File: src/rtl/calbus_arbiter_if.sv
// rtl/calbus_arbiter_if.sv - requester and calbus signal bundle for calbus_arbiter
// Purpose: carries the per-requester command/response signals and the IOSSM
//          calbus signals between the arbiter and its environment.
// Signals:
//   req_read/req_write  [NUM_REQ]          per-requester commands, held until accepted
//   req_address/wdata   [NUM_REQ*W]        packed per-requester fields, requester i at slice i
//   req_waitrequest     [NUM_REQ]          low only in the acceptance cycle of the granted requester
//   req_rdata           [DATA_W]           shared read return data
//   req_rdata_valid     [NUM_REQ]          one-cycle read return strobe
//   calbus_read/write                      one-cycle command pulses
//   calbus_address/wdata                   command fields, zero outside a pulse
//   calbus_rdata        [DATA_W]           read data from the calbus
//   grant_id            [clog2(NUM_REQ)]   current/last granted requester
//   busy                                   arbiter not idle
// Modports: master = arbiter side, slave = requesters plus calbus side.
interface calbus_arbiter_if #(
  parameter int NUM_REQ = 4,
  parameter int ADDR_W  = 20,
  parameter int DATA_W  = 32,
  parameter int GRANT_W = $clog2(NUM_REQ)
);
  logic [NUM_REQ-1:0]        req_read;
  logic [NUM_REQ-1:0]        req_write;
  logic [NUM_REQ*ADDR_W-1:0] req_address;
  logic [NUM_REQ*DATA_W-1:0] req_wdata;
  logic [NUM_REQ-1:0]        req_waitrequest;
  logic [DATA_W-1:0]         req_rdata;
  logic [NUM_REQ-1:0]        req_rdata_valid;
  logic                      calbus_read;
  logic                      calbus_write;
  logic [ADDR_W-1:0]         calbus_address;
  logic [DATA_W-1:0]         calbus_wdata;
  logic [DATA_W-1:0]         calbus_rdata;
  logic [GRANT_W-1:0]        grant_id;
  logic                      busy;

  modport master (
    input  req_read, req_write, req_address, req_wdata, calbus_rdata,
    output req_waitrequest, req_rdata, req_rdata_valid, calbus_read, calbus_write,
           calbus_address, calbus_wdata, grant_id, busy
  );

  modport slave (
    output req_read, req_write, req_address, req_wdata, calbus_rdata,
    input  req_waitrequest, req_rdata, req_rdata_valid, calbus_read, calbus_write,
           calbus_address, calbus_wdata, grant_id, busy
  );
endinterface

File: src/rtl/calbus_arbiter.sv
// rtl/calbus_arbiter.sv - round-robin arbiter of NUM_REQ requesters onto one IOSSM calbus
// Purpose: grants one requester at a time, issues its read or write as a
//          one-cycle calbus pulse, and for reads returns the data RD_LATENCY
//          cycles later with a one-cycle strobe to the owning requester.
// Ports:
//   calbus_clk    clock, rising edge
//   calbus_reset  asynchronous active-high reset
//   bus           calbus_arbiter_if.master (requester side and calbus side)
module calbus_arbiter #(
  parameter int NUM_REQ    = 4,
  parameter int RD_LATENCY = 2,
  parameter int ADDR_W     = 20,
  parameter int DATA_W     = 32
) (
  input  logic             calbus_clk,
  input  logic             calbus_reset,
  calbus_arbiter_if.master bus
);
  localparam int GW = $clog2(NUM_REQ);

  typedef enum logic [1:0] {S_IDLE, S_ISSUE, S_WAIT_RD, S_RESP} state_t;

  state_t             r_state;
  state_t             w_next_state;
  logic [GW-1:0]      r_grant;
  logic [GW-1:0]      r_last_grant;
  logic [GW-1:0]      w_pick;
  logic [GW-1:0]      w_idx;
  logic               w_found;
  logic               r_is_write;
  logic [ADDR_W-1:0]  r_addr;
  logic [DATA_W-1:0]  r_wdata;
  logic [DATA_W-1:0]  r_rdata;
  logic [3:0]         r_cnt;
  logic [NUM_REQ-1:0] w_req;
  logic [ADDR_W-1:0]  w_addr_arr  [NUM_REQ];
  logic [DATA_W-1:0]  w_wdata_arr [NUM_REQ];

  assign w_req = bus.req_read | bus.req_write;

  for (genvar g = 0; g < NUM_REQ; g++) begin : g_unpack
    assign w_addr_arr[g]  = bus.req_address[g*ADDR_W +: ADDR_W];
    assign w_wdata_arr[g] = bus.req_wdata[g*DATA_W +: DATA_W];
  end

  // Round-robin: scan from the requester after the last grant, wrapping,
  // so the last granted requester is considered last.
  always_comb begin
    w_pick  = '0;
    w_idx   = '0;
    w_found = 1'b0;
    for (int i = 1; i <= NUM_REQ; i++) begin
      w_idx = GW'((int'(r_last_grant) + i) % NUM_REQ);
      if (!w_found && w_req[w_idx]) begin
        w_pick  = w_idx;
        w_found = 1'b1;
      end
    end
  end

  always_ff @(posedge calbus_clk or posedge calbus_reset) begin
    if (calbus_reset) begin
      r_state <= S_IDLE;
    end else begin
      r_state <= w_next_state;
    end
  end

  always_comb begin
    w_next_state = r_state;
    case (r_state)
      S_IDLE:    if (w_found) w_next_state = S_ISSUE;
      S_ISSUE:   w_next_state = r_is_write ? S_IDLE : S_WAIT_RD;
      S_WAIT_RD: if (r_cnt == 4'd0) w_next_state = S_RESP;
      S_RESP:    w_next_state = S_IDLE;
      default:   w_next_state = S_IDLE;
    endcase
  end

  // Command fields are frozen at the grant edge; later requester changes
  // cannot reach the calbus. Write wins when read and write are both set.
  always_ff @(posedge calbus_clk or posedge calbus_reset) begin
    if (calbus_reset) begin
      r_grant      <= '0;
      r_last_grant <= GW'(NUM_REQ - 1);
      r_is_write   <= 1'b0;
      r_addr       <= '0;
      r_wdata      <= '0;
      r_rdata      <= '0;
      r_cnt        <= '0;
    end else begin
      case (r_state)
        S_IDLE: begin
          if (w_found) begin
            r_grant    <= w_pick;
            r_is_write <= bus.req_write[w_pick];
            r_addr     <= w_addr_arr[w_pick];
            r_wdata    <= w_wdata_arr[w_pick];
          end
        end
        S_ISSUE: begin
          r_last_grant <= r_grant;
          // First WAIT_RD cycle is ISSUE+1; data is valid in cycle ISSUE+RD_LATENCY.
          r_cnt        <= 4'(RD_LATENCY - 1);
        end
        S_WAIT_RD: begin
          if (r_cnt == 4'd0) begin
            r_rdata <= bus.calbus_rdata;
          end else begin
            r_cnt <= r_cnt - 4'd1;
          end
        end
        default: ;
      endcase
    end
  end

  always_comb begin
    bus.req_waitrequest = '1;
    bus.req_rdata_valid = '0;
    bus.calbus_read     = 1'b0;
    bus.calbus_write    = 1'b0;
    bus.calbus_address  = '0;
    bus.calbus_wdata    = '0;
    case (r_state)
      S_ISSUE: begin
        bus.req_waitrequest[r_grant] = 1'b0;
        bus.calbus_read              = !r_is_write;
        bus.calbus_write             = r_is_write;
        bus.calbus_address           = r_addr;
        if (r_is_write) bus.calbus_wdata = r_wdata;
      end
      S_RESP: bus.req_rdata_valid[r_grant] = 1'b1;
      default: ;
    endcase
  end

  assign bus.req_rdata = r_rdata;
  assign bus.busy      = (r_state != S_IDLE);
  assign bus.grant_id  = r_grant;
endmodule
File: src/flat_wrapper.sv
// flat-port wrapper written by rule: the top's interface ports become plain ports
module calbus_arbiter_flat 
#(
  parameter int NUM_REQ    = 4,
  parameter int RD_LATENCY = 2,
  parameter int ADDR_W     = 20,
  parameter int DATA_W     = 32
)
  (calbus_clk, calbus_reset, bus_req_read, bus_req_write, bus_req_address, bus_req_wdata, bus_calbus_rdata, bus_req_waitrequest, bus_req_rdata, bus_req_rdata_valid, bus_calbus_read, bus_calbus_write, bus_calbus_address, bus_calbus_wdata, bus_grant_id, bus_busy);
  calbus_arbiter_if #(.NUM_REQ(NUM_REQ), .ADDR_W(ADDR_W), .DATA_W(DATA_W)) bus_i ();
  input  logic calbus_clk;
  input  logic calbus_reset;
  input wire logic [$bits(bus_i.req_read)-1:0] bus_req_read;
  input wire logic [$bits(bus_i.req_write)-1:0] bus_req_write;
  input wire logic [$bits(bus_i.req_address)-1:0] bus_req_address;
  input wire logic [$bits(bus_i.req_wdata)-1:0] bus_req_wdata;
  input wire logic [$bits(bus_i.calbus_rdata)-1:0] bus_calbus_rdata;
  output wire logic [$bits(bus_i.req_waitrequest)-1:0] bus_req_waitrequest;
  output wire logic [$bits(bus_i.req_rdata)-1:0] bus_req_rdata;
  output wire logic [$bits(bus_i.req_rdata_valid)-1:0] bus_req_rdata_valid;
  output wire logic [$bits(bus_i.calbus_read)-1:0] bus_calbus_read;
  output wire logic [$bits(bus_i.calbus_write)-1:0] bus_calbus_write;
  output wire logic [$bits(bus_i.calbus_address)-1:0] bus_calbus_address;
  output wire logic [$bits(bus_i.calbus_wdata)-1:0] bus_calbus_wdata;
  output wire logic [$bits(bus_i.grant_id)-1:0] bus_grant_id;
  output wire logic [$bits(bus_i.busy)-1:0] bus_busy;
  assign bus_i.req_read = bus_req_read;
  assign bus_i.req_write = bus_req_write;
  assign bus_i.req_address = bus_req_address;
  assign bus_i.req_wdata = bus_req_wdata;
  assign bus_i.calbus_rdata = bus_calbus_rdata;
  assign bus_req_waitrequest = bus_i.req_waitrequest;
  assign bus_req_rdata = bus_i.req_rdata;
  assign bus_req_rdata_valid = bus_i.req_rdata_valid;
  assign bus_calbus_read = bus_i.calbus_read;
  assign bus_calbus_write = bus_i.calbus_write;
  assign bus_calbus_address = bus_i.calbus_address;
  assign bus_calbus_wdata = bus_i.calbus_wdata;
  assign bus_grant_id = bus_i.grant_id;
  assign bus_busy = bus_i.busy;
  calbus_arbiter #(.NUM_REQ(NUM_REQ), .RD_LATENCY(RD_LATENCY), .ADDR_W(ADDR_W), .DATA_W(DATA_W)) u_core (.calbus_clk(calbus_clk), .calbus_reset(calbus_reset), .bus(bus_i));
endmodule
File: config.mk
export PLATFORM = sky130hd
export DESIGN_NAME = calbus_arbiter_flat
export DESIGN_NICKNAME = d
export VERILOG_FILES = /design/src/rtl/calbus_arbiter_if.sv /design/src/rtl/calbus_arbiter.sv /design/src/flat_wrapper.sv
export SDC_FILE = /design/constraint.sdc
export NUM_CORES = 1
export LEC_CHECK = 0
export CORE_AREA = 2 2 134 136
export CTS_BUF_LIST = sky130_fd_sc_hd__clkbuf_8
export DETAILED_ROUTE_END_ITERATION = 16
export DIE_AREA = 0 0 136 138
export GPL_TIMING_DRIVEN = 0
export PLACE_DENSITY = 0.72
export SYNTH_ARGS = -nofsm -noshare
export SYNTH_HDL_FRONTEND = slang
export SYNTH_SLANG_ARGS = --single-unit
File: constraint.sdc
create_clock -name calbus_clk -period 4.8 [get_ports calbus_clk]
set_input_delay 0.48 -clock calbus_clk [delete_from_list [all_inputs] [get_ports calbus_clk]]
set_output_delay 0.48 -clock calbus_clk [all_outputs]
set_load 0.02 [all_outputs]
* Word level (Yosys, flattened, before mapping)
Index checks and enable logic that the tools add are counted.
** Word-level totals
- Register bits :: 95
- Word-level logic and storage cells :: 85
** Cells by class
- Add/sub/neg operators :: 5
- $lt $le $gt $ge :: 8
- Equal/unequal tests :: 6
- Mux-type cells :: 39
- Bitwise operators :: 3
- Reductions and logical operators :: 16
** Operator list (count)
- 2-to-1 mux 32 bit :: 4
- binary-select mux 32 bit (select 2 bit) :: 1
- 2-to-1 mux 20 bit :: 3
- binary-select mux 20 bit (select 2 bit) :: 1
- < comparator 2 x 3 -> 1 bit (second input constant) :: 6
- 2-to-1 mux 2 bit :: 7
- 2-to-1 mux 1 bit :: 12
- 2-to-1 mux 4 bit :: 3
- binary-select mux 1 bit (select 2 bit) :: 5
- case mux 2 bit (4 select lines) :: 1
- case mux 4 bit (2 select lines) :: 1
- AND reduction 2 bit :: 4
- adder 2 x 1 -> 2 bit (second input constant) :: 2
- adder 2 bit (second input constant) :: 2
- equality test 2 bit (second input constant) :: 2
- logical AND 1 bit :: 4
- zero test 1 bit :: 4
- zero test 4 bit :: 1
- != test 2 x 1 -> 1 bit (second input constant) :: 2
- inverter 4 bit :: 1
- OR 4 bit :: 1
- nonzero test 2 bit :: 2
- subtractor 4 x 1 -> 4 bit (second input constant) :: 1
- >= comparator 3 bit (second input constant) :: 1
- 6 further kinds :: 6

* Logic depth before layout (Yosys ltp)
Gate-level depths: netlist of the first run.
- Word-level depth :: 17
- Gate-level depth with buffers :: 8
- Mapped depth without buffers :: 7

* Least setup slack after synthesis of the first run
No wires, ideal clock.
- Kind :: input port to flip-flop
- From :: in bus_req_read[2]
- To :: reg u_core.r_addr[0]
- Setup time :: 142 ps
- Arrival :: 1724 ps
- Data required time :: 4658 ps
- Path slack :: 2933 ps
- Stages :: 8
- Path buffers :: 3
- Cells stage by stage :: or2_1 -> o221ai_1 -> a22oi_2 -> buf_6 -> buf_12 -> buf_8 -> mux2i_1 -> o221ai_1
** On the way
- Word-level cells in the longest chain between the ends :: 17
- Elaborated cells between the ends (all ways) :: 28
- Those cells by class :: 19 x mux; 2 x bitwise; 7 x reduce/logical
** Ends and longest elaborated chain
- from (decl) :: RTL line flat_wrapper.sv:13 : input wire logic [$bits(bus_i.req_read)-1:0] bus_req_read;
- OR 4 bit (*) :: RTL line calbus_arbiter.sv:39 : assign w_req = bus.req_read | bus.req_write;
- binary-select mux 1 bit (select 2 bit) :: RTL line calbus_arbiter.sv:54 : if (!w_found && w_req[w_idx]) begin
- 2-to-1 mux 1 bit (implied by the code) :: RTL line calbus_arbiter.sv:54
- 2-to-1 mux 1 bit :: RTL line calbus_arbiter.sv:54
- zero test 1 bit :: RTL line calbus_arbiter.sv:54
- logical AND 1 bit :: RTL line calbus_arbiter.sv:54
- 2-to-1 mux 1 bit :: RTL line calbus_arbiter.sv:54
- zero test 1 bit :: RTL line calbus_arbiter.sv:54
- logical AND 1 bit :: RTL line calbus_arbiter.sv:54
- 2-to-1 mux 1 bit :: RTL line calbus_arbiter.sv:54
- zero test 1 bit :: RTL line calbus_arbiter.sv:54
- logical AND 1 bit :: RTL line calbus_arbiter.sv:54
- 2-to-1 mux 2 bit :: RTL line calbus_arbiter.sv:54
- inverter 2 -> 3 bit (implied by the code) :: RTL line calbus_arbiter.sv:97 : r_addr <= w_addr_arr[w_pick];
- binary-select mux 20 bit (select 2 bit) :: RTL line calbus_arbiter.sv:97
- 2-to-1 mux 20 bit (implied by the code) (2 in series) :: RTL line calbus_arbiter.sv:97
- to (signal assigned) :: RTL line calbus_arbiter.sv:97
- to (decl) :: RTL line calbus_arbiter.sv:31 : logic [ADDR_W-1:0] r_addr;
Mark *: on every way between the ends. The rest lies on a longest branch, timed or not. The select of a mux whose other input is x is not followed.
A chain may end at the register's enable or synchronous reset.

* Worst setup path after layout of the first run
- From :: reg u_core.r_state[0]
- To :: out bus_calbus_write
** On the way
- Word-level cells in the longest chain between the ends :: 2
** Ends and longest elaborated chain
- from (decl) :: RTL line calbus_arbiter.sv:23 : state_t r_state;
- from (signal assigned) :: RTL line calbus_arbiter.sv:65 : r_state <= w_next_state;
- equality test 2 x 1 -> 1 bit :: RTL line calbus_arbiter.sv:125 : case (r_state)
- 2-to-1 mux 1 bit :: RTL line calbus_arbiter.sv:125
- to (decl) :: RTL line flat_wrapper.sv:22 : output wire logic [$bits(bus_i.calbus_write)-1:0] bus_calbus_write;
Every way passes these cells.

==> results of run 1 <==
[worst min-delay path by stage]
stage	start	end	slack (ns)	cells past startpoint
2_1_floorplan	u_core.r_addr[0]	u_core.r_addr[0]	0.45	2
3_3_place_gp	u_core.r_wdata[15]	u_core.r_wdata[15]	0.46	2
3_5_place_dp	u_core.r_addr[3]	u_core.r_addr[3]	0.46	2
5_1_grt	calbus_reset	u_core.bus.req_rdata[26]	0.45	2
6_report	calbus_reset	u_core.bus.req_rdata[26]	0.44	2
4_1_cts	calbus_reset	u_core.bus.req_rdata[26]	0.43	2
[cells by family after synthesis]
kind of cell	count (synthesis)	synth area share, %
buffers and inverters	49	5.57
muxes	138	25.1
AOI/OAI and AO/OA	70	13.0
xor gates and xnor gates	1	0.155
and+or+nand+nor	153	13.7
adders and majority gates	2	0.442
DFF	95	42.0
[report_power, final]
group | internal, mW | leakage, nW | switching [mW]
clock | 0.200 | 0.0976 | 0.324
sequential | 1.22 | 1.15 | 0.210
combinational | 1.72 | 2.75 | 1.86
[sequential cells by signal (all words and copies together), names as in the netlist, named ones only]
register              flops
u_core.r_wdata           32
u_core.r_is_write         1
u_core.bus.req_rdata     32
u_core.bus.grant_id       2
u_core.r_last_grant       2
u_core.r_state            1
u_core.r_addr            20
u_core.r_cnt              4
[stage by stage]
| stage | hold slack, ns | worst slack, ns | instance area [um2] |
|---|---|---|---|
| 2_1_floorplan | 0.448 | 1.85 | 5660 |
| 3_3_place_gp | 0.459 | 0.134 | 9410 |
| 3_5_place_dp | 0.465 | 1.95 | 9440 |
| 4_1_cts | 0.435 | 1.64 | 9630 |
| 5_1_grt | 0.453 | 1.51 | 9630 |
| 6_report | 0.440 | 1.69 | 9630 |
[layout make-up]
class	count	area, um2
Timing Repair Buffer	347	3490
Inverter	5	21.3
Clock buffer	9	124
Tap cell	229	287
Sequential cell	95	2380
Fill cell	1634	7910
Buffer	44	297
Multi-Input combinational cell	364	2970
Clock inverter	7	62.6
[cells in the final DEF (no fill, tap or decap), types with 3 or more instances in the layout]
master | netlist | layout
clkdlybuf4s50_1 | 0 | 346
mux2i_1 | 106 | 106
dfrtp_1 | 93 | 93
nand2_1 | 69 | 69
o221ai_1 | 33 | 33
mux2_2 | 32 | 32
and3_1 | 32 | 32
and2_1 | 22 | 22
clkbuf_1 | 21 | 21
o221ai_2 | 20 | 20
clkbuf_8 | 0 | 9
buf_6 | 8 | 8
nor2_1 | 7 | 7
nor3_1 | 5 | 5
buf_4 | 5 | 5
buf_2 | 5 | 5
o21ai_0 | 5 | 5
inv_1 | 5 | 4
nand3b_1 | 4 | 4
or2_1 | 3 | 3
nor3b_1 | 3 | 3
clkinv_4 | 0 | 3
[metal layers]
metal | vias up | track usage, %
li1 | 2589 | -
met1 | 2576 | 27.7
met2 | 203 | 36.4
met3 | 32 | 4.25
met4 | 0 | 7.68
met5 | - | 0
[Yosys cell counts, drive strengths merged, types with 2 or more instances]
cell type / count
clkbuf: 23
nor3b: 3
dfrtp: 93
nand3: 2
buf: 21
ha: 2
and3: 32
o21ai: 5
a22oi: 2
nor3: 6
mux2: 32
nand3b: 4
a311o: 2
or2: 3
dfstp: 2
nor2: 8
o221ai: 53
nand2b: 2
and2: 22
mux2i: 106
nand2: 69
inv: 5
==> flow_summary_export.csv, run 1 <==
group,metric,value,unit
layout,drive_above_1_share,11.7,%
cts,cts-buffers-inserted,9,
sta,fmax,0.322,GHz
route,dr.pass1.iters,4,
setup_path,rrSetupSlack,2.59,ns
setup_path,path_max_fanout,10,
cts,htree_levels,3,
route,wl_met2,10200,um
placement,dp.final_hpwl,16300,um
cts,cts.sink_count,95,
synth,netlist_instances,508,
route,drt_iter0_drc,152,
setup_path,r2r_end,"u_core.r_wdata[17]",
grt,grt_max_degree,67,
synth,seq_area_frac_synth,42.0,%
placement,placed_cells,1084,
setup_path,cp.arrival,2.63,ns
min_path,hp-class,"in2async",
floorplanning,die_h,138,um
route,via_per_inst,4.91,
route,met3_length,1350,um
synth,ys_seq_elements,95,
grt,antenna_found_initial,0,
layout,fin_cells,1100,
layout,antennaDiodeCount,0,
setup_path,timing.rr.start,"u_core.r_last_grant[0]",
cts,clk_latency,0.39,ns
cts,clkTransAtPathRegs,0.12,ns
floorplanning,ios,347,
cts,cts_resized,0,
placement,routabilityCongestion,0.750,
power_and_ir_drop,pwr_density_cell,574,mW/mm2
grt,grt_pass1_wl,31500,um
route,dr_total_vias,5400,
setup_path,crit_required,4.32,ns
layout,post-route-util,54.9,%
grt,gr-total-overflow,0,
cts,clk_path_buf_depth,2,
layout,syn_to_final_growth,70.1,%
setup_path,worst_r2r_path_depth,7,
setup_path,startpoint,"u_core.r_state[0]",
synth,synth_async_sr_flop_share,100,%
sta,finClkSkew,0.0146,ns
floorplanning,start_util,32.3,%
sta,tightestPinTransition,0.596,ns
grt,track_usage,21.7,%
grt,grt_pass1_vias,5556,
sta,rsz0062_at_grt,"false",
setup_path,path_common_cell,"clkbuf_1",
synth,netlist.area_leader.share,41.1,%
power_and_ir_drop,p_total,5.53,mW
route,top_layer,"met4",
route,ant_nets,0,
setup_path,cp_top_family,"buffers and inverters",
sta,slew_viol_final,0,
floorplanning,core_area,0.0175,mm2
floorplanning,die_area,0.0188,mm2
setup_path,slowest_delay,0.63,ns
power_and_ir_drop,p_leak,4.00,nW
placement,portBuffers,346,
power_and_ir_drop,peakVddDrop,0.234,mV
synth,synth_area,0.00566,mm2
setup_path,crit_type,"reg2out",
synth,synth-edff-count,0,
sta,hold_viol_final,0,
sta,setup-tns-final,0,ns
floorplanning,row_count,49,
synth,synth-main-ff-cell,"dfrtp_1",
synth,ys_warn_count,0,
cts,cts_tree,"built",
floorplanning,die-width,136,um
setup_path,critPathCapture,"bus_calbus_write",
cts,cts_setup_buffers,0,
cts,root_buffer,"clkbuf_8",
route,totalWireLength,20700,um
setup_path,cp.depth,5,
cts,holdBufCountCts,0,
sta,setup_viol,0,
run_status,status,"complete, no violations",
sta,fin_crit_sh,64.7,%
flow_run,max_cap_violations,0,
synth,synth_cell_type_count,42,
route,post-route-drc-count,0,
setup_path,cp_num_buf_inv,3,
synth,synth_area_per_cell,11.1,um2
setup_path,cp-start-kind,"flop",
synth,synth_nets,760,
setup_path,slowest_stage,"clkdlybuf4s50_1",
sta,fin_crit,3.11,ns
setup_path,crit_chain,"nor2b_1 -> clkbuf_1 -> clkbuf_1 -> and2_1 -> clkdlybuf4s50_1",
sta,relSlewSlack,60.3,%
route,drt-met1-wl,8630,um
synth,synthTopCellsByArea,"dfrtp_1 41%, mux2i_1 19%, mux2_2 6.4%",
setup_path,endpoint_kind,"output port",
layout,nets,1118,
synth,synth.largest_area_cell,"dfrtp_1",
route,avgRoutedWirePerCell,18.8,um
(Power assumes the default switching activity.)
==> inputs of run 2 (changes only) <==
Settings changed: PLACE_DENSITY 0.72 to 0.75.
Clock period 4.8 ns to 2.78 ns, I/O delays scaled along.
==> flow_summary_export.csv, run 2 (same netlist as run 1, synthesis figures left out) <==
group,metric,value,unit
power_and_ir_drop,power_switching,4.18,mW
power_and_ir_drop,p_total,9.59,mW
cts,cts_tree,"built",
placement,dp.final_hpwl,16700,um
setup_path,cp_num_buf_inv,3,
sta,slew_viol_final,0,
sta,setup_viol,0,
cts,htree_levels,3,
power_and_ir_drop,peakVddDrop,0.479,mV
cts,cts.sink_count,95,
grt,grt_max_degree,62,
floorplanning,ios,347,
power_and_ir_drop,pwr_density_cell,996,mW/mm2
power_and_ir_drop,p_leak,4.00,nW
setup_path,slowest_stage,"clkdlybuf4s50_1",
floorplanning,die_h,138,um
grt,gr-total-overflow,0,
route,avgRoutedWirePerCell,19.1,um
flow_run,max_cap_violations,0,
sta,fmax,0.367,GHz
grt,antenna_found_initial,0,
power_and_ir_drop,internal-power,5.42,mW
cts,root_buffer,"clkbuf_8",
setup_path,cp_top_family,"buffers and inverters",
grt,grt_pass1_vias,5666,
layout,nets,1118,
setup_path,crit_chain,"nor2b_1 -> clkbuf_2 -> clkbuf_1 -> and3_1 -> clkdlybuf4s50_1",
placement,place_ws,0.0983,ns
layout,antennaDiodeCount,0,
layout,syn_to_final_growth,70.1,%
cts,clk_latency,0.38,ns
cts,cts-buffers-inserted,9,
placement,placed_area,0.00944,mm2
route,dr.pass1.iters,4,
floorplanning,die-width,136,um
floorplanning,row_count,49,
setup_path,crit_type,"reg2out",
placement,routabilityCongestion,0.799,
sta,rsz0062_at_grt,"true",
setup_path,cp-start-kind,"flop",
grt,grt_pass1_wl,31800,um
setup_path,crit_required,2.50,ns
grt,track_usage,22.2,%
route,drt_iter0_drc,211,
route,ant_nets,0,
cts,clk_path_buf_depth,2,
layout,layout_commonest_cell,"clkdlybuf4s50_1",
cts,holdBufCountCts,0,
placement,portBuffers,346,
setup_path,worst_r2r_path_depth,8,
layout,mostFrequentLayoutCells,"346 x clkdlybuf4s50_1, 106 x mux2i_1, 93 x dfrtp_1",
setup_path,r2r_end,"u_core.r_wdata[20]",
setup_path,cp.depth,5,
layout,design_area,0.00963,mm2
layout,post-route-util,54.9,%
sta,tightestPinTransition,0.625,ns
setup_path,rrSetupSlack,0.45,ns
setup_path,slowest_delay,0.66,ns
power_and_ir_drop,p_sw_share,43.6,%
setup_path,timing.rr.start,"u_core.r_last_grant[0]",
setup_path,cp.arrival,2.44,ns
floorplanning,start_util,32.3,%
route,post-route-drc-count,0,
power_and_ir_drop,sequentialPowerShare,25.8,%
route,totalWireLength,21000,um
power_and_ir_drop,combinationalPowerShare,64.7,%
floorplanning,core_area,0.0175,mm2
min_path,hp-class,"in2async",
sta,fin_ws,0.0576,ns
route,via_per_inst,4.94,
power_and_ir_drop,clkPwrFrac,9.6,%
sta,fin_crit_sh,97.9,%
layout,drive_above_1_share,12.2,%
sta,finClkSkew,0.0168,ns
floorplanning,die_area,0.0188,mm2
sta,setup-tns-final,0,ns
run_status,status,"complete, no violations",
setup_path,endpoint_kind,"output port",
route,dr_total_vias,5432,
sta,hold_viol_final,0,
sta,relSlewSlack,58.4,%
setup_path,path_max_fanout,10,
sta,fin_crit,2.72,ns
cts,clkTransAtPathRegs,0.11,ns
==> run 2: layer usage <==
metal | global-route usage (%) | vias up | wire length, um
met5 | 0 | - | 0
met1 | 27.8 | 2589 | 8600
met2 | 37.4 | 211 | 10400
met3 | 4.36 | 42 | 1340
met4 | 8.77 | 0 | 692
li1 | - | 2590 | -
==> run 2: worst register-to-register path, stage by stage, from the launching register on <==
cell      delay [ns]
dfstp_2         0.59
o21bai_2        0.16
o311ai_2        0.18
a22oi_2         0.21
buf_6           0.20
buf_12          0.19
buf_6           0.20
mux2i_1         0.32
o221ai_1        0.14
==> run 2: power groups by stage <==
stage               Combinational [mW]  Sequential (mW)  Clock, mW
global route                      6.65             2.55       1.01
detailed placement                6.25             2.49          0
CTS                               6.28             2.46      0.957
finish                            6.21             2.47      0.916
global placement                  6.19             2.46          0
floorplan                         3.56             2.72          0
==> run 2: cell type report <==
type,count,area (um2)
sequential,95,2380
buffer,44,302
clock buffer,9,124
clock inverter,7,61.3
multi-input combinational,364,2970
tap,229,287
timing repair buffer,347,3490
fill,1591,7900
inverter,5,21.3
==> run 2: stage by stage <==
| stage | hold slack [ns] | instances |
|---|---|---|
| after floorplan | 0.429 | 508 |
| after global placement | 0.459 | 1083 |
| after detailed placement | 0.464 | 1084 |
| final | 0.261 | 1100 |
| after CTS | 0.261 | 1100 |
| after global routing | 0.293 | 1100 |
==> run 2: how the worst max path moves through the flow <==
stage | startpoint | end | slack, ns
floorplan | calbus_reset | async pin | 0.03
global placement | calbus_reset | u_core.r_wdata[4] | -1.68
detailed placement | bus_req_read[3] | u_core.r_wdata[20] | 0.1
CTS | u_core.r_state[0] | bus_calbus_address[15] | 0.08
global route | u_core.r_state[0] | bus_calbus_address[4] | -0.03
finish | flop | bus_calbus_wdata[24] | 0.06
==> run 2: repair_timing <==
item / in CTS / in global routing
cloned: 0 / 0
endpoints found under the setup margin: 56 / 12
gates resized for setup: 3 / 3
buffers inserted: 0 / 0
hold endpoints to repair: 0 / 0
==> inputs of run 3 (changes only) <==
Settings changed: PLACE_DENSITY 0.75 to not set, PLACE_DENSITY_LB_ADDON set to 0.08.
==> flow_summary_export.csv, run 3 (same netlist as run 1, synthesis figures left out) <==
group,metric,value,unit
setup_path,cp.arrival,2.28,ns
sta,setup_viol,0,
cts,holdBufCountCts,0,
route,ant_nets,0,
placement,placed_area,0.00944,mm2
grt,grt_max_degree,65,
layout,mostFrequentLayoutCells,"346 x clkdlybuf4s50_1, 106 x mux2i_1, 93 x dfrtp_1",
sta,relSlewSlack,61.4,%
sta,slew_viol_final,0,
sta,fin_crit_sh,92.1,%
grt,gr-total-overflow,0,
placement,place_ws,0.129,ns
route,post-route-drc-count,0,
cts,cts_setup_buffers,0,
placement,placed_cells,1084,
setup_path,crit_type,"reg2out",
layout,nets,1118,
cts,cts_resized,4,
floorplanning,row_count,49,
route,totalWireLength,21100,um
sta,setup-tns-final,0,ns
cts,clk_path_buf_depth,2,
grt,grt_pass1_wl,32500,um
placement,portBuffers,346,
setup_path,path_common_cell,"clkbuf_2",
grt,grt_pass1_vias,5884,
power_and_ir_drop,p_total,9.72,mW
layout,design_area,0.00968,mm2
sta,rsz0062_at_grt,"false",
layout,syn_to_final_growth,71.0,%
cts,cts_tree,"built",
sta,fmax,0.391,GHz
route,dr_total_vias,5444,
sta,fin_ws,0.220,ns
cts,clk_latency,0.38,ns
layout,antennaDiodeCount,0,
sta,tightestPinTransition,0.580,ns
setup_path,slowest_stage,"clkdlybuf4s50_1",
grt,antenna_found_initial,0,
sta,hold_viol_final,0,
setup_path,crit_required,2.50,ns
layout,n_fill_cell,1605,
route,via_per_inst,4.95,
power_and_ir_drop,peakVddDrop,0.460,mV
flow_run,max_cap_violations,0,
cts,cts-buffers-inserted,9,
setup_path,crit_chain,"nor2b_1 -> clkbuf_2 -> clkbuf_2 -> and2_1 -> clkdlybuf4s50_1",
route,dr.pass1.iters,4,
grt,track_usage,22.6,%
floorplanning,ios,347,
cts,htree_levels,3,
power_and_ir_drop,p_leak,4.03,nW
route,avgRoutedWirePerCell,19.1,um
floorplanning,die_h,138,um
sta,finClkSkew,0.0134,ns
setup_path,endpoint_kind,"output port",
placement,routabilityCongestion,0.816,
floorplanning,start_util,32.3,%
route,drt_iter0_drc,159,
layout,drive_above_1_share,12.5,%
cts,clkTransAtPathRegs,0.10,ns
run_status,status,"complete, no violations",
setup_path,cp-start-kind,"flop",
setup_path,path_max_fanout,10,
power_and_ir_drop,pwr_density_cell,1000,mW/mm2
setup_path,slowest_delay,0.62,ns
layout,fin_cells,1100,
floorplanning,die_area,0.0188,mm2
cts,root_buffer,"clkbuf_8",
cts,cts.sink_count,95,
layout,layout_commonest_cell,"clkdlybuf4s50_1",
min_path,hp-class,"in2async",
placement,dp.final_hpwl,16800,um
sta,fin_crit,2.56,ns
floorplanning,die-width,136,um
floorplanning,core_area,0.0175,mm2
## run 3: path summary, 6_finish.rpt
check                                        from                        to  slack, ns  cells after the start
setup reg to reg           u_core.r_last_grant[0]        u_core.r_wdata[25]       0.49                      8
setup / recovery                u_core.r_state[0]    bus_calbus_address[18]       0.22                      5
hold / removal                       calbus_reset  u_core.bus.req_rdata[23]       0.25                      2
max in group asynchronous            calbus_reset    u_core.r_last_grant[0]       1.78                      3
min in group calbus_clk          u_core.r_addr[4]          u_core.r_addr[4]       0.48                      2
hold reg to reg                  u_core.r_addr[4]          u_core.r_addr[4]       0.48                      2
## run 3: where the power goes
group          total [mW]  switching, mW  internal, mW
clock network        1.06          0.510         0.554
logic                6.18           3.20          2.98
registers            2.48          0.375          2.10
total                9.72           4.09          5.63
## run 3: per-stage QoR
stage | hold slack (ns) | util [%]
floorplan | 0.429 | -
global route | 0.264 | 55.2
CTS | 0.241 | 55.2
detailed placement | 0.465 | 53.8
finish | 0.250 | 55.2
global placement | 0.460 | 53.7
## run 3: cell type report
class / instances / area, um2 / share of cell area (%)
well taps: 229 / 287 / 2.96
inverters: 5 / 21.3 / 0.220
clock buffers: 11 / 151 / 1.56
flip-flops and latches: 95 / 2380 / 24.6
plain buffers: 44 / 305 / 3.15
clock inverters: 5 / 80.1 / 0.827
multi-input cells: 364 / 2970 / 30.6
repair buffers: 347 / 3490 / 36.1
## run 3: per-layer routing
| metal | share of wire (%) | global-route usage [%] |
|---|---|---|
| met1 | 37 | 25.5 |
| met2 | 53 | 41.0 |
| met3 | 7.4 | 6.75 |
| met4 | 2.0 | 5.87 |
| met5 | 0 | 0 |
## run 3: worst max-delay path, delay by kind of cell, from the launching register on
kind / cells / cell delay [ns]
buf+inv: 3 / 1.15
flops: 1 / 0.42
simple gates: 2 / 0.33
==> RTL edit 1: new RTL, config.mk and constraints of run 3 <==
`DATA_W` is set to 32 in 3 places; all go to 40.
--- a/src/rtl/calbus_arbiter_if.sv
+++ b/src/rtl/calbus_arbiter_if.sv
@@ -17,5 +17,5 @@
   parameter int NUM_REQ = 4,
   parameter int ADDR_W  = 20,
-  parameter int DATA_W  = 32,
+  parameter int DATA_W  = 40,
   parameter int GRANT_W = $clog2(NUM_REQ)
 );
--- a/src/rtl/calbus_arbiter.sv
+++ b/src/rtl/calbus_arbiter.sv
@@ -11,5 +11,5 @@
   parameter int RD_LATENCY = 2,
   parameter int ADDR_W     = 20,
-  parameter int DATA_W     = 32
+  parameter int DATA_W     = 40
 ) (
   input  logic             calbus_clk,
--- a/src/flat_wrapper.sv
+++ b/src/flat_wrapper.sv
@@ -5,5 +5,5 @@
   parameter int RD_LATENCY = 2,
   parameter int ADDR_W     = 20,
-  parameter int DATA_W     = 32
+  parameter int DATA_W     = 40
 )
   (calbus_clk, calbus_reset, bus_req_read, bus_req_write, bus_req_address, bus_req_wdata, bus_calbus_rdata, bus_req_waitrequest, bus_req_rdata, bus_req_rdata_valid, bus_calbus_read, bus_calbus_write, bus_calbus_address, bus_calbus_wdata, bus_grant_id, bus_busy);
Ports: changed (resized bus_calbus_rdata, bus_calbus_wdata, bus_req_rdata and bus_req_wdata); port bits go from 347 to 403. No check against the original RTL was run, so the function may have changed too.
==> RTL edit 1 against run 3 <==
  * Area after synthesis grew 14%
  * Power grew 10%
  * Via count grew 13%
  * Sequential share of layout area grew 0.61 points
  * First-iteration DRC count grew 35%
  * Sequential cell count grew 16
  * Count of clock-buffer cells in the layout shrank 1
  * Cell area grew 14%
  * Worst setup slack lost 59 ps
  * Critical path depth is the same
  * Wire length grew 14%
  * Highest routed layer unchanged
==> RTL edit 1: results (changes against run 3) <==
metric;value;unit;change
worst reg2reg path endpoint;u_core.r_addr[13];;was u_core.r_wdata[25]
placed cell area;10810;um2;was 9440 um2
Critical Path Sink;bus_calbus_address[8];;was bus_calbus_address[18]
Clock Pin Slew Worst Setup and Hold Paths;120;ps;was 100 ps
DRT Wirelength;23930;um;was 21,060 um
global-route wire length before repair;36160;um;was 32,530 um
Total GRT Usage;0.2512;;was 0.2257
largest net degree at the start of global routing;39;;was 65
cell count after placement;1210;;was 1,084
Post-synth top cells;122 x mux2i_1, 109 x dfrtp_1, 75 x nand2_1;;was 106 x mux2i_1, 93 x dfrtp_1, 69 x nand2_1
Hold Worst Slack;163.6;ps;was 250.5 ps
global routing usage on met3;0.06857;;was 0.06747
post-route clock skew;12.15;ps;was 13.43 ps
PortBufs;402;;was 346
outcome;finished clean;;unchanged
Lkg Pwr;0.004812;uW;was 0.004031 uW
fin nets;1284;;was 1,118
NetSw;4444;uW;was 4086 uW
worst reg2reg setup slack;350;ps;was 490 ps
share of cells above drive strength 1;0.08024;;was 0.1251
post-synthesis area per instance;11.17;um2;was 11.14 um2
Yosys cell types;41;;was 42
Logic power comb;6780;uW;was 6180 uW
Mapped Nets;868;;was 760
maximum vdd drop;0.0006524;V;was 0.0004603 V
sequential area share after synthesis;0.4320;;was 0.4204
vias in the first global route;6474;;was 5,884
M1 GR Usage;0.2902;;was 0.2549
met2 GRT Util;0.4464;;was 0.4097
seq pwr;2850;uW;was 2480 uW
[RTL edit 1: final cells by class]
type | count | area [um2]
fillers | 1516 | 6499
repair buffers | 405 | 4084
multi-input cells | 408 | 3226
flip-flops and latches | 111 | 2780
plain buffers | 53 | 427.9
well taps | 229 | 286.5
clock buffers | 10 | 137.6
clock inverters | 6 | 75.07
inverters | 4 | 18.77
[RTL edit 1: routing by layer]
layer / up-vias / part of all wire
li1: 2954 / -
met2: 251 / 0.51
met1: 2906 / 0.38
met4: 0 / 0.023
met3: 31 / 0.089
met5: - / 0
[RTL edit 1: logic make-up after synthesis]
family | count (synthesis) | synth area share
simple gates | 165 | 0.1299
mux | 163 | 0.2615
flops | 111 | 0.4320
compound gates | 76 | 0.1021
buf+inv | 57 | 0.06786
xor+xnor | 2 | 0.002723
fa+ha+maj | 2 | 0.003888
[RTL edit 1: what timing repair did]
action | in CTS | in global routing
setup endpoints to repair | 21 | 17
gates resized for setup | 4 | 4
setup buffers | 0 | 0
==> RTL edit 2: new RTL, settings of run 3 <==
Made on the original files. Reset style: synchronous (`calbus_reset`), changed in 2 clocked blocks. Comments in the files are not updated.
--- a/src/rtl/calbus_arbiter.sv
+++ b/src/rtl/calbus_arbiter.sv
@@ -59,5 +59,5 @@
   end
 
-  always_ff @(posedge calbus_clk or posedge calbus_reset) begin
+  always_ff @(posedge calbus_clk) begin
     if (calbus_reset) begin
       r_state <= S_IDLE;
@@ -80,5 +80,5 @@
   // Command fields are frozen at the grant edge; later requester changes
   // cannot reach the calbus. Write wins when read and write are both set.
-  always_ff @(posedge calbus_clk or posedge calbus_reset) begin
+  always_ff @(posedge calbus_clk) begin
     if (calbus_reset) begin
       r_grant      <= '0;
Check against the original RTL: differs if calbus_reset is asserted again (counterexample within 4 cycles, from zero or initial values and one cycle with calbus_reset high); with calbus_reset held inactive, the same outputs for 4 cycles.
==> RTL edit 2 against run 3 <==
  * Utilization is 1.3 points lower
  * Largest cell class unchanged
  * Wire length is 6.5% higher
  * Sequential cell count stayed put
  * Via count is 13% higher
  * Global-route usage is 0.59 points higher
  * Cell area is 2.4% lower
  * Worst hold slack better by 180 ps
  * Clock skew is 3.3 ps lower
  * Worst setup slack worse by 90 ps
  * Area after synthesis is 3.4% lower
Power is not compared: it rests on default switching activity, and its combinational part moved more than twofold at a synthesized area within 25%.
==> RTL edit 2: results (changes against run 3) <==
metric;value;unit;change
Total GRT Usage;0.2316;;was 0.2257
M1 GR Usage;0.2707;;was 0.2549
Worst Setup SP;u_core.r_state[0];;unchanged
routed wl met2;11310;um;was 11,210 um
global routing usage on met3;0.05024;;was 0.06747
post-synthesis area per instance;8.165;um2;was 11.14 um2
Post-synth top cells;95 x dfxtp_1, 76 x a21oi_1, 73 x nand2_1;;was 106 x mux2i_1, 93 x dfrtp_1, 69 x nand2_1
Slew headroom;0.5094;;was 0.6136
Synth Area in Adders;0.004575;;was 0.004421
fill count;1754;;was 1,605
worst reg2reg setup slack;410;ps;was 490 ps
share of cells above drive strength 1;0.06977;;was 0.1251
Critical Path Sink;bus_calbus_address[3];;was bus_calbus_address[18]
Iter 0 DRT Violations;268;;was 159
RePlAce Congestion;0.8516;;was 0.8156
sequential area share after synthesis;0.3477;;was 0.4204
Detail Route met3 WL;1519;um;was 1561 um
P&R area growth vs syn;72.67;%;was 71.02%
Reg-to-Reg Start;u_core.r_last_grant[1];;was u_core.r_last_grant[0]
placed cell area;9220;um2;was 9440 um2
outcome;finished clean;;unchanged
FFs w/ async S/R, synth;0;;was 1.000
fin nets;1279;;was 1,118
Critical Path AT;2370;ps;was 2280 ps
DRT Wirelength;22420;um;was 21,060 um
vias in the first global route;6090;;was 5,884
post-route clock skew;10.12;ps;was 13.43 ps
worst hold path type;in2reg;;was in2async
drt pass-1 iters;6;;was 4
RTL edit 2: cell count changes in the layout (fill, tap and decap cells not counted), sizes merged, moves of 17 or more:
cell    change
a211o      +22
a21oi      +75
clkbuf     +21
dfrtp      -93
dfxtp      +95
inv        +21
mux2i      -66
nand3b     +18
nor2       +57
o21ai      +17
o221ai     -51
o31ai      +20
RTL edit 2: cell type report:
type / count / share of cell area
Buffer: 60 / 0.02928
Timing Repair Buffer: 346 / 0.3672
Multi-Input combinational cell: 491 / 0.3407
Tap cell: 229 / 0.03034
Sequential cell: 95 / 0.2014
Inverter: 24 / 0.009538
Clock buffer: 9 / 0.01311
Clock inverter: 7 / 0.008478
RTL edit 2: power by group through the flow:
stage	Combinational, uW	Sequential (uW)	Clock [uW]
2_1_floorplan	907	1650	0
3_3_place_gp	1720	1640	0
3_5_place_dp	1720	1640	0
4_1_cts	1730	1610	1000
5_1_grt	1860	1630	1070
6_report	1720	1610	983
